`config.mk`:
```
export PLATFORM = sky130hd
export DESIGN_NAME = nfca_rx_session
export DESIGN_NICKNAME = d
export VERILOG_FILES = /design/src/rtl/nfca_rx_pkg.sv /design/src/rtl/nfca_rx_byte_asm.sv /design/src/rtl/nfca_rx_session.sv
export SDC_FILE = /design/constraint.sdc
export NUM_CORES = 1
export LEC_CHECK = 0
export BUFFER_PORTS_ARGS = -buffer_cell sky130_fd_sc_hd__buf_2
export CAP_MARGIN = 15
export CORE_UTILIZATION = 45
export CTS_BUF_LIST = sky130_fd_sc_hd__clkbuf_8
export DETAILED_ROUTE_END_ITERATION = 12
export PLACE_DENSITY = 0.62
export SYNTH_ARGS = -nofsm -noshare
export SYNTH_HDL_FRONTEND = slang
export SYNTH_HIERARCHICAL = 1
export SYNTH_SLANG_ARGS = --single-unit
export TNS_END_PERCENT = 20
```
`constraint.sdc`:
```
create_clock -name clk -period 3.4 [get_ports clk]
set_clock_uncertainty 0.1 [all_clocks]
set_input_delay 0.17 -clock clk [delete_from_list [all_inputs] [get_ports clk]]
set_output_delay 0.17 -clock clk [all_outputs]
set_load 0.02 [all_outputs]
```
`src/rtl/nfca_rx_pkg.sv`:
```
// nfca_rx_pkg: shared status/state types and timing constants for the NFC-A receive session
package nfca_rx_pkg;
    typedef enum logic [2:0] {
        RX_OK       = 3'd0,
        RX_COL      = 3'd1,
        RX_ERR      = 3'd2,
        RX_PERR     = 3'd3,
        RX_TIMEOUT  = 3'd4,
        RX_OVERFLOW = 3'd5
    } rx_status_t;
    typedef enum logic [2:0] {
        S_IDLE,
        S_GUARD,
        S_WAIT,
        S_RECV,
        S_DONE
    } state_t;
    localparam int FDT_CYCLES    = 7032;
    localparam int GUARD_DEF     = 4096;
    localparam int TIMEOUT_DEF   = 406800;
    localparam int MAX_BYTES_DEF = 64;
    // Error outranks collision, collision outranks a parity failure seen earlier in the frame.
    function automatic rx_status_t end_status(input logic err, input logic full, input logic col,
                                              input logic perr);
        return (err || full) ? RX_ERR : col ? RX_COL : perr ? RX_PERR : RX_OK;
    endfunction
endpackage

```
`src/rtl/nfca_rx_byte_asm.sv`:
```
// nfca_rx_byte_asm: packs received bits LSB-first into bytes with optional odd-parity check
module nfca_rx_byte_asm (
    input  logic       clk,
    input  logic       rst,
    input  logic       clear,
    input  logic       par,
    input  logic       bit_en,
    input  logic       din,
    input  logic       flush,
    output logic       byte_en,
    output logic [7:0] data,
    output logic [3:0] bits,
    output logic       perr,
    output logic       emit,
    output logic       perr_now,
    output logic       data_bit,
    output logic       empty,
    output logic       pend_full,
    output logic       flush_emit
);
    logic [3:0] n, n_b, bits_a;
    logic [7:0] shift, s_a;
    logic       full_emit;
    assign empty     = n == 4'd0;
    assign data_bit  = bit_en && n != 4'd8;
    assign pend_full = n_b == 4'd8;
    // Apply the incoming bit first, then an end-of-frame flush of whatever remains in the group.
    always_comb begin
        n_b       = n;
        s_a       = shift;
        perr_now  = 1'b0;
        full_emit = 1'b0;
        if (bit_en && n == 4'd8) begin
            perr_now  = din == ^shift;
            full_emit = 1'b1;
            n_b       = 4'd0;
        end else if (bit_en) begin
            s_a[n[2:0]] = din;
            full_emit   = !par && n == 4'd7;
            n_b         = full_emit ? 4'd0 : n + 4'd1;
        end
        flush_emit = flush && n_b != 4'd0;
        emit       = full_emit || flush_emit;
        bits_a     = flush_emit ? n_b : 4'd8;
    end
    // Register the emitted byte one clock after its completing bit and restart the group.
    always_ff @(posedge clk) begin
        if (rst) begin
            n       <= '0;
            shift   <= '0;
            byte_en <= 1'b0;
            data    <= '0;
            bits    <= '0;
            perr    <= 1'b0;
        end else begin
            byte_en <= emit;
            n       <= (clear || emit) ? 4'd0 : n_b;
            shift   <= (clear || emit) ? 8'd0 : s_a;
            if (emit) begin
                data <= s_a;
                bits <= bits_a;
                perr <= perr_now;
            end
        end
    end
endmodule

```
`src/rtl/nfca_rx_session.sv`:
```
// nfca_rx_session: sequences one PICC->PCD receive session (guard, timeout, packing, end status)
module nfca_rx_session #(
    parameter int GUARD_CYCLES   = 4096,
    parameter int TIMEOUT_CYCLES = 406800,
    parameter int MAX_BYTES      = 64
) (
    input  logic       clk,
    input  logic       rst,
    input  logic       tx_done,
    input  logic       abort,
    input  logic       parity_en,
    output logic       rx_on,
    input  logic       rx_bit_en,
    input  logic       rx_bit,
    input  logic       rx_end,
    input  logic       rx_end_col,
    input  logic       rx_end_err,
    output logic       rx_byte_en,
    output logic [7:0] rx_byte,
    output logic [3:0] rx_byte_bits,
    output logic       rx_byte_perr,
    output logic       rx_done,
    output logic [2:0] rx_status,
    output logic [9:0] rx_nbits,
    output logic       busy
);
    import nfca_rx_pkg::*;
    localparam int CMAX = GUARD_CYCLES > TIMEOUT_CYCLES ? GUARD_CYCLES : TIMEOUT_CYCLES;
    localparam int CW   = CMAX > 1 ? $clog2(CMAX) : 1;
    localparam int BW   = $clog2(MAX_BYTES + 1);
    state_t        state, state_n;
    rx_status_t    status;
    logic [CW-1:0] cnt;
    logic [BW-1:0] byte_cnt;
    logic [9:0]    nbits;
    logic          par, perr_seen, end_q;
    logic          start, live, ovf, bit_go, end_go, tmo;
    logic          emit, perr_now, data_bit, empty, pend_full, flush_emit;
    assign start  = state == S_IDLE && tx_done && !abort;
    assign live   = (state == S_WAIT || state == S_RECV) && !end_q && !abort;
    assign ovf    = live && rx_bit_en && byte_cnt == BW'(MAX_BYTES) && empty;
    assign bit_go = live && rx_bit_en && !ovf;
    assign end_go = live && rx_end && !ovf;
    assign tmo    = live && state == S_WAIT && !rx_bit_en && !rx_end
                    && cnt == CW'(TIMEOUT_CYCLES - 1);
    assign rx_status = status;
    assign rx_nbits  = nbits;
    nfca_rx_byte_asm u_asm (
        .clk       (clk),
        .rst       (rst),
        .clear     (start),
        .par       (par),
        .bit_en    (bit_go),
        .din       (rx_bit),
        .flush     (end_go),
        .byte_en   (rx_byte_en),
        .data      (rx_byte),
        .bits      (rx_byte_bits),
        .perr      (rx_byte_perr),
        .emit      (emit),
        .perr_now  (perr_now),
        .data_bit  (data_bit),
        .empty     (empty),
        .pend_full (pend_full),
        .flush_emit(flush_emit)
    );
    // State register.
    always_ff @(posedge clk) begin
        state <= rst ? S_IDLE : state_n;
    end
    // Next state; a flushed partial byte holds off DONE by one cycle so the byte precedes rx_done.
    always_comb begin
        state_n = state;
        case (state)
            S_IDLE:         state_n = tx_done ? S_GUARD : S_IDLE;
            S_GUARD:        state_n = cnt == CW'(GUARD_CYCLES - 1) ? S_WAIT : S_GUARD;
            S_WAIT, S_RECV: state_n = (end_q || ovf || tmo) ? S_DONE
                                    : end_go ? (flush_emit ? S_RECV : S_DONE)
                                    : bit_go ? S_RECV : state;
            default:        state_n = S_IDLE;
        endcase
        if (abort) state_n = S_IDLE;
    end
    // Outputs decoded from state.
    always_comb begin
        rx_on   = state == S_WAIT || state == S_RECV;
        rx_done = state == S_DONE;
        busy    = state != S_IDLE;
    end
    // Shared guard/timeout timer, byte and bit counters, sticky parity error and final status.
    always_ff @(posedge clk) begin
        if (rst) begin
            cnt       <= '0;
            byte_cnt  <= '0;
            nbits     <= '0;
            status    <= RX_OK;
            par       <= 1'b0;
            perr_seen <= 1'b0;
            end_q     <= 1'b0;
        end else begin
            cnt   <= (state_n == state && (state == S_GUARD || state == S_WAIT)) ? cnt + 1'b1 : '0;
            end_q <= end_go && flush_emit;
            if (start) begin
                par       <= parity_en;
                byte_cnt  <= '0;
                nbits     <= '0;
                perr_seen <= 1'b0;
                status    <= RX_OK;
            end else begin
                byte_cnt  <= byte_cnt + BW'(emit);
                nbits     <= nbits + 10'(data_bit);
                perr_seen <= perr_seen | perr_now;
                status    <= ovf ? RX_OVERFLOW
                           : end_go ? end_status(rx_end_err, pend_full, rx_end_col, perr_seen | perr_now)
                           : tmo ? RX_TIMEOUT : status;
            end
        end
    end
endmodule

```
== After elaboration in Yosys (flattened, before gate mapping) ==
Index checks and enable logic that the tools add are counted.

* Equality and inequality tests: 13
* Order comparisons: 2
* Muxes and demuxes: 26
* Bitwise logic cells: 2
* Multiply operators: 0
* Reduce and logical (&&, ||, !) cells: 46
* Div/mod/pow operators: 0
* Add/sub/neg operators: 4
* Shifts and indexed selects: 0

{| class="wikitable"
|+ Operator list
! kind !! count
|-
| $mux 3 || 8
|-
| $logic_and 1x1->1 || 21
|-
| $add 19x1->19 const B || 1
|-
| $eq 19x12->1 const B || 1
|-
| $eq 19x19->1 const B || 1
|-
| $mux 4 || 4
|-
| $mux 8 || 2
|-
| $add 10x1->10 || 1
|-
| $pmux 3 s3 || 1
|-
| $bwmux 8 || 1
|-
| $eq 4x4->1 const B || 2
|-
| $mux 2 || 4
|-
| $reduce_or 2->1 || 4
|-
| $reduce_xor 8->1 || 1
|-
| $add 7x1->7 || 1
|-
| $eq 7x7->1 const B || 1
|-
| $logic_or 1x1->1 || 7
|-
| $eq 3x2->1 const B || 2
|-
| $logic_not 1->1 || 6
|-
| $reduce_bool 3->1 || 2
|-
| $mux 1 || 5
|-
| $add 4x1->4 const B || 1
|-
| $eq 4x3->1 const B || 1
|-
| $logic_not 4->1 || 1
|-
| other kinds (14) || 14
|}

* Flip-flop bits (word level): 71
* Bits of input ports: 10
* RAM bits: 0
* ROM bits: 0
* Memories kept: 0
* Latch bits: 0

== Logic depth before layout (Yosys ltp) ==
Gate-level depths: netlist (run 1).

* Depth in word-level cells: 22
* Gate-level depth with buffers: 20
* Mapped depth without buffers: 16

== By module ==
Netlist (run 1), hierarchy kept.

{| class="wikitable"
|+ By module, submodules not included
! module !! area an instance (um^2) !! seq. area each (um^2) !! cells each !! times used
|-
| nfca_rx_session || 2265.9 || 900.9 || 239 || 1
|-
| nfca_rx_byte_asm || 1465.2 || 520.5 || 150 || 1
|}

== Worst setup path after synthesis (run 1) ==
OpenSTA, ideal clock, no wires.

* Kind: register to register
* Start point: reg u_asm.n[0]
* End point: reg byte_cnt[6]
* Path buffers: 4
* Data arrival time: 3387 ps
* Clock period less this slack: 3615 ps
* Setup time: 128 ps
* Required time: 3172 ps
* Cell stages (with the launch flop): 21
* Path slack: -215 ps
* Path through: dfxtp_1 -> buf_2 -> inv_1 -> ha_1 -> nor3b_1 -> and4bb_2 -> a2111oi_2 -> buf_4 -> nand4_1 -> xnor2_1 -> nor2b_2 -> a21o_1 -> buf_6 -> inv_6 -> buf_12 -> ha_1 -> ha_1 -> nand3_1 -> nor2_1 -> xnor2_1 -> nor2_1

* Word-level cells in the longest chain between the ends: 10
* Elaborated cells on any way between the ends: 19
* Classes of those cells: 2 x add/sub; 2 x eq/ne; 5 x mux; 10 x reduce/logical

{| class="wikitable"
|+ RTL lines
! item !! RTL line !! RTL
|-
| start: declaration || nfca_rx_byte_asm.sv:21 || <nowiki>logic [3:0] n, n_b, bits_a;</nowiki>
|-
| start signal: assignment || nfca_rx_byte_asm.sv:57 || <nowiki>n <= (clear || emit) ? 4'd0 : n_b;</nowiki>
|-
| $logic_not 4->1 (*) || nfca_rx_byte_asm.sv:24 || <nowiki>assign empty = n == 4'd0;</nowiki>
|-
| via empty || nfca_rx_session.sv:38 || <nowiki>logic emit, perr_now, data_bit, empty, pend_full, flush_emit;</nowiki>
|-
| $logic_and 1x1->1 (*) || nfca_rx_session.sv:41 || <nowiki>assign ovf = live && rx_bit_en && byte_cnt == BW'(MAX_BYTES) && empty;</nowiki>
|-
| $logic_not 1->1 (*) || nfca_rx_session.sv:42 || <nowiki>assign bit_go = live && rx_bit_en && !ovf;</nowiki>
|-
| $logic_and 1x1->1 (*) || nfca_rx_session.sv:42 ||
|-
| via bit_go || nfca_rx_session.sv:37 || <nowiki>logic start, live, ovf, bit_go, end_go, tmo;</nowiki>
|-
| $mux 4 / $logic_and 1x1->1 (equally long branches) || nfca_rx_byte_asm.sv:37, nfca_rx_byte_asm.sv:33 ||
|-
| $mux 4 || nfca_rx_byte_asm.sv:33 || <nowiki>if (bit_en && n == 4'd8) begin</nowiki>
|-
| $reduce_bool 4->1 || nfca_rx_byte_asm.sv:42 || <nowiki>flush_emit = flush && n_b != 4'd0;</nowiki>
|-
| $logic_and 1x1->1 || nfca_rx_byte_asm.sv:42 ||
|-
| $logic_or 1x1->1 (*) || nfca_rx_byte_asm.sv:43 || <nowiki>emit = full_emit || flush_emit;</nowiki>
|-
| via emit || nfca_rx_session.sv:38 ||
|-
| $add 7x1->7 (*) || nfca_rx_session.sv:110 || <nowiki>byte_cnt <= byte_cnt + BW'(emit);</nowiki>
|-
| end signal: assignment || nfca_rx_session.sv:110 ||
|-
| end: declaration || nfca_rx_session.sv:34 || <nowiki>logic [BW-1:0] byte_cnt;</nowiki>
|}

The timed path passes the listed nets; every way through them passes the cells marked *.
A chain may end at the register's enable or synchronous reset.

== Worst setup path in the final report (run 1) ==
* Start point: reg u_asm.n[1]
* End point: reg byte_cnt[6]

The elaborated chain is that of the path after synthesis.

==> results of run 1 <==
logic make-up (layout without fill, tap and decap cells):
| group | after synthesis | in the layout | synth area share |
|---|---|---|---|
| AOI/OAI and AO/OA | 52 | 52 | 0.116 |
| DFF | 71 | 71 | 0.381 |
| buffers and inverters | 35 | 105 | 0.0614 |
| muxes | 11 | 11 | 0.0302 |
| xor gates and xnor gates | 38 | 38 | 0.0892 |
| adders and majority gates | 7 | 7 | 0.0235 |
| and+or+nand+nor | 175 | 175 | 0.298 |
timing repair:
item | 4_1_cts | 5_1_grt
endpoints found under the hold margin | 1 | 0
resized for setup | 2 | 8
pin swaps | 3 | 7
hold buffers | 1 | 0
buffers inserted | 3 | 12
setup endpoints to repair | 21 | 22
power groups by stage:
| stage | logic, mW | registers [mW] | clock network [mW] |
|---|---|---|---|
| 2_1_floorplan | 0.0302 | 0.858 | 0 |
| 3_3_place_gp | 0.0514 | 0.857 | 0 |
| 3_5_place_dp | 0.0513 | 0.857 | 0 |
| 4_1_cts | 0.0536 | 0.837 | 0.827 |
| 5_1_grt | 0.0589 | 0.838 | 0.856 |
| 6_report | 0.0537 | 0.837 | 0.804 |
synth_stat cells, types with 5 or more instances:
master	number
a2111oi_0	7
nor3b_1	8
nand2_1	17
xnor2_1	19
nand3_1	25
nand4_1	12
dfxtp_1	71
a21oi_1	13
inv_1	12
and2_1	8
xor2_1	19
buf_6	7
clkbuf_1	6
and3_1	10
a31o_2	7
a211oi_1	5
mux2i_1	9
ha_1	7
nor2_1	33
nor3_2	9
nor4_1	10
nor4_2	10
registers in the layout (all words and copies together), names as in the netlist, 3 cells and up:
register,cells
state,3
cnt,19
rx_status,3
u_asm/shift,8
u_asm/data,8
u_asm/bits,4
rx_nbits,10
u_asm/n,4
byte_cnt,7
cell type report:
class | count | area, um2
fillers | 753 | 3340
multi-input cells | 283 | 2170
flip-flops and latches | 71 | 1420
repair buffers | 75 | 526
well taps | 102 | 128
clock buffers | 9 | 124
clock inverters | 7 | 113
inverters | 14 | 57.6
how the worst max path moves through the flow:
stage          startpoint     endpoint  slack (ns)  depth (start not counted)
5_1_grt        u_asm/n[1]  byte_cnt[6]       -0.02                         17
4_1_cts        u_asm/n[1]  byte_cnt[6]        0.01                         18
3_5_place_dp   u_asm/n[1]       cnt[4]       -0.14                         13
3_3_place_gp   u_asm/n[1]  byte_cnt[6]       -0.03                         18
6_report       u_asm/n[1]  byte_cnt[6]        0.16                         18
2_1_floorplan  u_asm/n[0]  byte_cnt[6]       0.007                         20
worst max-delay path: cells and delay by family, from the launching register on:
| family | cells | cell delay (ns) |
|---|---|---|
| buffers and inverters | 4 | 0.50 |
| adder cells (fa/ha/maj) | 3 | 0.44 |
| XOR/XNOR | 1 | 0.13 |
| flip-flops | 1 | 0.33 |
| AO/OA/AOI/OAI | 4 | 0.93 |
| AND/OR/NAND/NOR | 6 | 0.68 |
stage by stage:
step,instances,power [mW]
after floorplan,389,0.889
after global placement,529,0.908
after detailed placement,529,0.908
after CTS,549,1.72
after global routing,561,1.75
final,561,1.70
metal layers:
metal / track usage / vias up
met2: 0.326 / 35
met1: 0.264 / 1491
met5: 0 / -
met3: 0.0520 / 5
li1: - / 1544
met4: 0.0679 / 0
==> impl_metrics.toml, run 1 <==
[status]
status = "finished clean"

[clock_network]
clk_pin_slew_ns = 0.08
cts_tree = "yes"
cts_max_level = 3
cts.sinks = 71
clock_latency_ns = 0.34
cts-root-buf = "clkbuf_8"
cts_buffers = 9
cts.path.max_buffers = 2

[critical_path]
r2r-start = "u_asm/n[1]"
r2r-end = "byte_cnt[6]"
crit_path_end_kind = "flop"
r2r_cells = 18
critPathArrivalTime_ns = 3.36
crit_chain = "inv_1 > ha_4 > nor3b_1 > and4bb_2 > a2111oi_4 > buf_6 > nand2_1 > o22a_4 > o221a_4 > buf_6 > a21o_1 > clkinv_4 > ha_4 > ha_4 > nand3_2 > nor2_2 > xnor2_1 > nor2_1"
path_class = "reg2reg"
crit_top_cell = "ha_4"
slowest_stage = "a2111oi_4"
cp.required_ns = 3.52
reg2reg_slack_ns = 0.16
critPathLaunchType = "flop"
slowest_delay_ns = 0.42
crit_path_max_fanout = 14

[power]
power.density_mw_per_mm2 = 373
intPower_mw = 1.34
comb_power_share = 0.032
switchingPower_uw = 360
clkPwrFrac = 0.474
ir_drop_mv = 0.232
leakagePower_nw = 1.77
switching_share = 0.212
pwr-share-seq = 0.494

[floorplan]
floorplan.initialDensity = 0.473
die_w_um = 93.1
core_area_mm2 = 0.00789
num_rows = 32
die_y_um = 93.1
die_area_mm2 = 0.00866
ios = 40

[yosys]
synthCells = 389
synth_top_area_cell = "dfxtp_1"
async_reset_ff_frac = 0
syn_avg_cell_area_um2 = 9.59
syn-num-nets = 406
synth-edff-count = 0
synth_cell_types = 63
ys_seq_area_frac = 0.381
yosys_register_bits = 71
synth_area_leaders = "dfxtp_1 (38%), xnor2_1 (4.5%), xor2_1 (4.5%)"
synth.top_cell.area_share = 0.381
ys.flop_type = "dfxtp_1"
syn_area_mm2 = 0.00373
yosys_warnings = 6

[detailed_routing]
drt-total-wl_um = 8470
drtIter0Drc = 101
wl_met3_um = 248
drtPass1Iterations = 4
wl_met2_um = 4160
post-route-drc-count = 0
dr.max_layer_used = "met4"
met1Wirelength_um = 3980
vias_per_cell = 5.48
wire_per_inst_um = 15.1
detail-route-antenna-nets = 0
via_count = 3075

[grt]
grt_use_total = 0.203
grt.overflow.total = 0
grt_pass1_vias = 2841
grt_start_max_net_pins = 21
grt_pass1_wl_um = 13800
antenna_found_initial = 0

[final_layout]
layout.cells.most_common_list = "dfxtp_1 (69), buf_2 (39), nor2_1 (31)"
syn_to_final_growth_pct = 21.8
final_core_utilization = 0.576
fin_area_mm2 = 0.00454
fin_nets = 471
drive_gt1_frac = 0.327
final_common_cell = "dfxtp_1"
num_antenna_cells = 0

[sta]
setup_ws_ns = 0.163
setup_viol_count_final = 0
final.period_utilization = 0.952
max_freq_mhz = 309
slew_headroom = 0.504
fin_setup_tns_ns = 0
tightest_slew_ns = 0.738
slew_viol_final = 0
fin_crit_ns = 3.24
finalHoldViolCount = 0
hold-worst-slack_ns = 0.0536

[place]
pre_cts_slack_ns = -0.137
placed_cell_area_mm2 = 0.00410
post-dp-hpwl_um = 5960
portBuffers = 39
gp_congestion = 0.846

[worst_hold_path]
hp-start = "rx_end_err"
min_to = "rx_status[0]"
worstHoldPathCells = 4
hold_path_class = "in2reg"

[job]
drv_cap = 0
Note: power is estimated with default switching activity, not from simulation.
==> run 2, diff against run 1 <==
Settings changed: BUFFER_PORTS_ARGS -buffer_cell sky130_fd_sc_hd__buf_2 to unset, DONT_BUFFER_PORTS set to 1, PLACE_DENSITY 0.62 to 0.58.
==> impl_metrics.toml, run 2 (synthesis results as in run 1) <==
[critical_path]
crit_path_end_kind = "flop"
cp_top_family = "compound AO/OA/AOI/OAI gates"
cp.required_ns = 3.52
crit_top_cell = "ha_4"
r2r_cells = 18
r2r-end = "byte_cnt[6]"
slowest_delay_ns = 0.33
critPathLaunchType = "flop"
r2r-start = "u_asm/n[1]"
slowest_stage = "dfxtp_2"
path_class = "reg2reg"
crit_chain = "inv_1 > ha_4 > nor3b_1 > and4bb_2 > a2111oi_4 > buf_6 > nand2_1 > o22a_4 > o221a_4 > buf_4 > a21o_1 > inv_6 > ha_4 > ha_4 > nand3_2 > nor2_2 > xnor2_1 > nor2_1"
reg2reg_slack_ns = 0.22
critPathArrivalTime_ns = 3.30
cp_num_buf_inv = 4
crit_path_max_fanout = 14

[final_layout]
instances_no_fill = 514
drive_gt1_frac = 0.228
fin_nets = 424
final_common_cell = "dfxtp_1"
top_register = "cnt"
num_antenna_cells = 0
syn_to_final_growth_pct = 14.3
largest_register_ffs = 19
fin_area_mm2 = 0.00427
layout.cells.most_common_list = "dfxtp_1 (69), nor2_1 (31), nand3_1 (24)"

[grt]
grt_start_max_net_pins = 20
grt.overflow.total = 0
grt_pass1_wl_um = 14300
grt_pass1_vias = 2880
antenna_found_initial = 0
grt_use_total = 0.210

[sta]
slew_viol_final = 0
fin_setup_tns_ns = 0
tightest_slew_ns = 0.714
slew_headroom = 0.521
rsz0062_at_grt = "true"
fin_crit_ns = 3.18
max_freq_mhz = 315
setup_viol_count_final = 0
setup_ws_ns = 0.221
final.period_utilization = 0.935
finalHoldViolCount = 0

[clock_network]
cts.sinks = 71
cts_tree = "yes"
cts_max_level = 3
cts.path.max_buffers = 2
cts-root-buf = "clkbuf_8"
clock_latency_ns = 0.35
clk_pin_slew_ns = 0.08
cts_buffers = 9

[floorplan]
die_y_um = 93.1
core_area_mm2 = 0.00789
floorplan.initialDensity = 0.473
ios = 40
num_rows = 32
die_w_um = 93.1
die_area_mm2 = 0.00866

[place]
gp_congestion = 0.824
post-dp-hpwl_um = 5980
place_inst = 487
placed_cell_area_mm2 = 0.00389
pre_cts_slack_ns = -0.0375
portBuffers = 0

[detailed_routing]
post-route-drc-count = 0
drt-total-wl_um = 8520
detail-route-antenna-nets = 0
drtIter0Drc = 102
vias_per_cell = 5.68
wire_per_inst_um = 16.6
drtPass1Iterations = 4
via_count = 2917

[power]
ir_drop_mv = 0.213
power.density_mw_per_mm2 = 401
finalPower_mw = 1.71
leakagePower_nw = 1.50

[worst_hold_path]
min_to = "u_asm/data[5]"
worstHoldPathCells = 2
hold_path_class = "in2reg"
hp-start = "rst"

[status]
status = "finished clean"

[job]
drv_cap = 0
## run 2: changes by cell type in the layout (fill, tap and decap cells not counted), sizes merged
| cell | delta |
|---|---|
| buf | -54 |
| dlygate4sd3 | +7 |
| clkinv | -2 |
| clkinvlp | +1 |
| inv | +1 |
## run 2: final cells by class
type                    instances  area, um2
clock buffers                   9        124
clock inverters                 7        120
fillers                       722       3620
inverters                      14       57.6
multi-input cells             283       2150
flip-flops and latches         71       1420
well taps                     102        128
repair buffers                 28        259
## run 2: what timing repair did
item                                    in CTS  in global routing
setup buffers                                1                  2
resized for setup                            0                  4
pin swaps                                    1                  4
endpoints found under the setup margin      18                 22
hold endpoints to repair                    24                  0
hold buffers                                 8                  0
## run 2: metal layers
metal,up-vias,global-route usage,share of wire
met5,-,0,0
met4,0,0.0705,0.013
met3,10,0.0480,0.028
met2,34,0.343,0.49
met1,1424,0.274,0.47
li1,1449,-,-
## run 2: through the flow
step,utilization,hold WS [ns]
6_report,0.541,0.0103
5_1_grt,0.541,0.0101
4_1_cts,0.537,0.000905
3_5_place_dp,0.493,0.146
3_3_place_gp,0.493,0.147
2_1_floorplan,-,0.142
## run 2: worst max path at each step
stage               startpoint     endpoint  slack [ns]  cells after the start
global route        u_asm/n[1]  byte_cnt[6]       -0.02                     18
floorplan           u_asm/n[0]  byte_cnt[6]       0.007                     20
finish              u_asm/n[1]  byte_cnt[6]        0.22                     18
detailed placement  u_asm/n[1]       cnt[3]       -0.04                     13
CTS                 u_asm/n[1]  byte_cnt[6]        0.05                     18
global placement    u_asm/n[1]       cnt[1]        0.02                     13
## run 2: power by group
group / internal [mW] / switching [mW] / leakage (nW)
combinational: 0.0172 / 0.0286 / 0.806
sequential: 0.834 / 0.00632 / 0.573
clock: 0.490 / 0.336 / 0.120
total: 1.34 / 0.371 / 1.50
==> run 3, diff against run 2 <==
--- a/config.mk
+++ b/config.mk
@@ -8,3 +8,5 @@
 export CAP_MARGIN = 15
-export CORE_UTILIZATION = 45
+export CELL_PAD_IN_SITES_DETAIL_PLACEMENT = 1
+export CELL_PAD_IN_SITES_GLOBAL_PLACEMENT = 2
+export CORE_UTILIZATION = 38
 export CTS_BUF_LIST = sky130_fd_sc_hd__clkbuf_8
@@ -12,3 +14,3 @@
 export DONT_BUFFER_PORTS = 1
-export PLACE_DENSITY = 0.58
+export PLACE_DENSITY = 0.75
 export SYNTH_ARGS = -nofsm -noshare
--- a/constraint.sdc
+++ b/constraint.sdc
@@ -4,2 +4,2 @@
 set_output_delay 0.17 -clock clk [all_outputs]
-set_load 0.02 [all_outputs]
+set_load 0.01 [all_outputs]
==> impl_metrics.toml, run 3 (synthesis results as in run 1) <==
[floorplan]
num_rows = 35
core_area_mm2 = 0.00937
floorplan.initialDensity = 0.398
ios = 40
die_y_um = 101
die_w_um = 101
die_area_mm2 = 0.0102

[sta]
rsz0062_at_grt = "true"
finalHoldViolCount = 0
fin_crit_ns = 3.24
tightest_slew_ns = 0.838
final.period_utilization = 0.952
fin_setup_tns_ns = 0
max_freq_mhz = 309
setup_ws_ns = 0.163
slew_viol_final = 0
setup_viol_count_final = 0
slew_headroom = 0.437
hold-worst-slack_ns = 0.0426

[grt]
grt_use_total = 0.201
antenna_found_initial = 0
grt_pass1_vias = 2986
grt_start_max_net_pins = 20
grt_pass1_wl_um = 15500
grt.overflow.total = 0

[final_layout]
top_register = "cnt"
n_fill_cell = 1092
syn_to_final_growth_pct = 15.7
final-seq-area_mm2 = 0.00142
layout.cells.most_common_list = "dfxtp_1 (69), nor2_1 (32), nand3_1 (24)"
final_common_cell = "dfxtp_1"
multi_input_area_mm2 = 0.00216
drive_gt1_frac = 0.231
num_antenna_cells = 0
final_core_utilization = 0.461
largest_register_ffs = 19
fin_nets = 424
instances_no_fill = 541

[critical_path]
r2r-start = "u_asm/n[1]"
crit_chain = "inv_1 > ha_4 > nor3b_1 > and4bb_2 > a2111oi_4 > nand4_1 > xnor2_2 > buf_4 > nor2b_2 > a21o_1 > inv_6 > ha_4 > and3_1 > nand3_1 > xor2_1 > nor2_1"
r2r-end = "byte_cnt[5]"
reg2reg_slack_ns = 0.16
r2r_cells = 16
slowest_stage = "a2111oi_4"
slowest_delay_ns = 0.40
crit_path_end_kind = "flop"
critPathLaunchType = "flop"
path_class = "reg2reg"
critPathArrivalTime_ns = 3.37
crit_path_max_fanout = 4
crit_top_cell = "ha_4"
cp.required_ns = 3.53

[detailed_routing]
vias_per_cell = 5.47
wire_per_inst_um = 18.1
drtIter0Drc = 67
drt-total-wl_um = 9810
post-route-drc-count = 0
drtPass1Iterations = 4
via_count = 2957
detail-route-antenna-nets = 0

[status]
status = "finished clean"

[place]
place_inst = 512
post-dp-hpwl_um = 6810
pre_cts_slack_ns = -0.0646
portBuffers = 0
gp_congestion = 0.779

[clock_network]
clock_latency_ns = 0.34
cts.sinks = 71
cts_tree = "yes"
cts-root-buf = "clkbuf_8"
cts.path.max_buffers = 2
clk_pin_slew_ns = 0.08
cts_buffers = 9
cts_max_level = 3

[worst_hold_path]
min_to = "u_asm/shift[2]"
worstHoldPathCells = 2
hp-start = "rx_bit"
hold_path_class = "in2reg"

[power]
power.density_mw_per_mm2 = 404
leakagePower_nw = 1.51
ir_drop_mv = 0.194

[job]
drv_cap = 0
## run 3: stage by stage
stage                     total power [mW]  instance area (um2)
after floorplan                      0.887                 3800
after global placement               0.892                 3920
after detailed placement             0.894                 3920
after CTS                             1.77                 4280
after global routing                  1.82                 4320
final                                 1.75                 4320
## run 3: how the worst max path moves through the flow
stage                           from          end  slack (ns)  cells after the start
after floorplan           u_asm/n[0]  byte_cnt[6]       0.007                     20
after global placement    u_asm/n[1]       cnt[1]        0.08                     15
after detailed placement  u_asm/n[1]       cnt[2]       -0.06                     15
after CTS                 u_asm/n[1]       cnt[2]        0.04                     15
after global routing      u_asm/n[1]       cnt[7]       -0.04                     14
final                     u_asm/n[1]  byte_cnt[5]        0.16                     16
## run 3: report_power, final
group	leakage [nW]	switching [mW]	total (mW)	internal [mW]
clock	0.130	0.332	0.860	0.528
combinational	0.811	0.0303	0.0474	0.0171
sequential	0.573	0.00510	0.839	0.834
total	1.51	0.367	1.75	1.38
## run 3: final cells by class
type	count	share of cell area
multi-input cells	283	0.500
inverters	14	0.0133
repair buffers	28	0.0600
flip-flops and latches	71	0.330
clock inverters	5	0.0241
clock buffers	11	0.0351
well taps	129	0.0374
## run 3: worst max-delay path: cells and delay by family (launching register included)
family          cells  cell delay, ns
compound gates      2            0.62
xor+xnor            2            0.34
buf+inv             3            0.27
fa+ha+maj           2            0.34
flops               1            0.33
simple gates        7            1.10
## run 3: per-layer routing
metal	global-route usage	wire length [um]
met1	0.254	4580
met2	0.324	4520
met3	0.0624	567
met4	0.0669	141
met5	0	0
## run 3: what timing repair did
action / 4_1_cts / 5_1_grt
resized for setup: 4 / 1
gates cloned: 0 / 0
hold buffers: 8 / 0
pin swaps: 1 / 2
setup buffers: 1 / 4
endpoints found under the hold margin: 28 / 0
endpoints found under the setup margin: 13 / 21
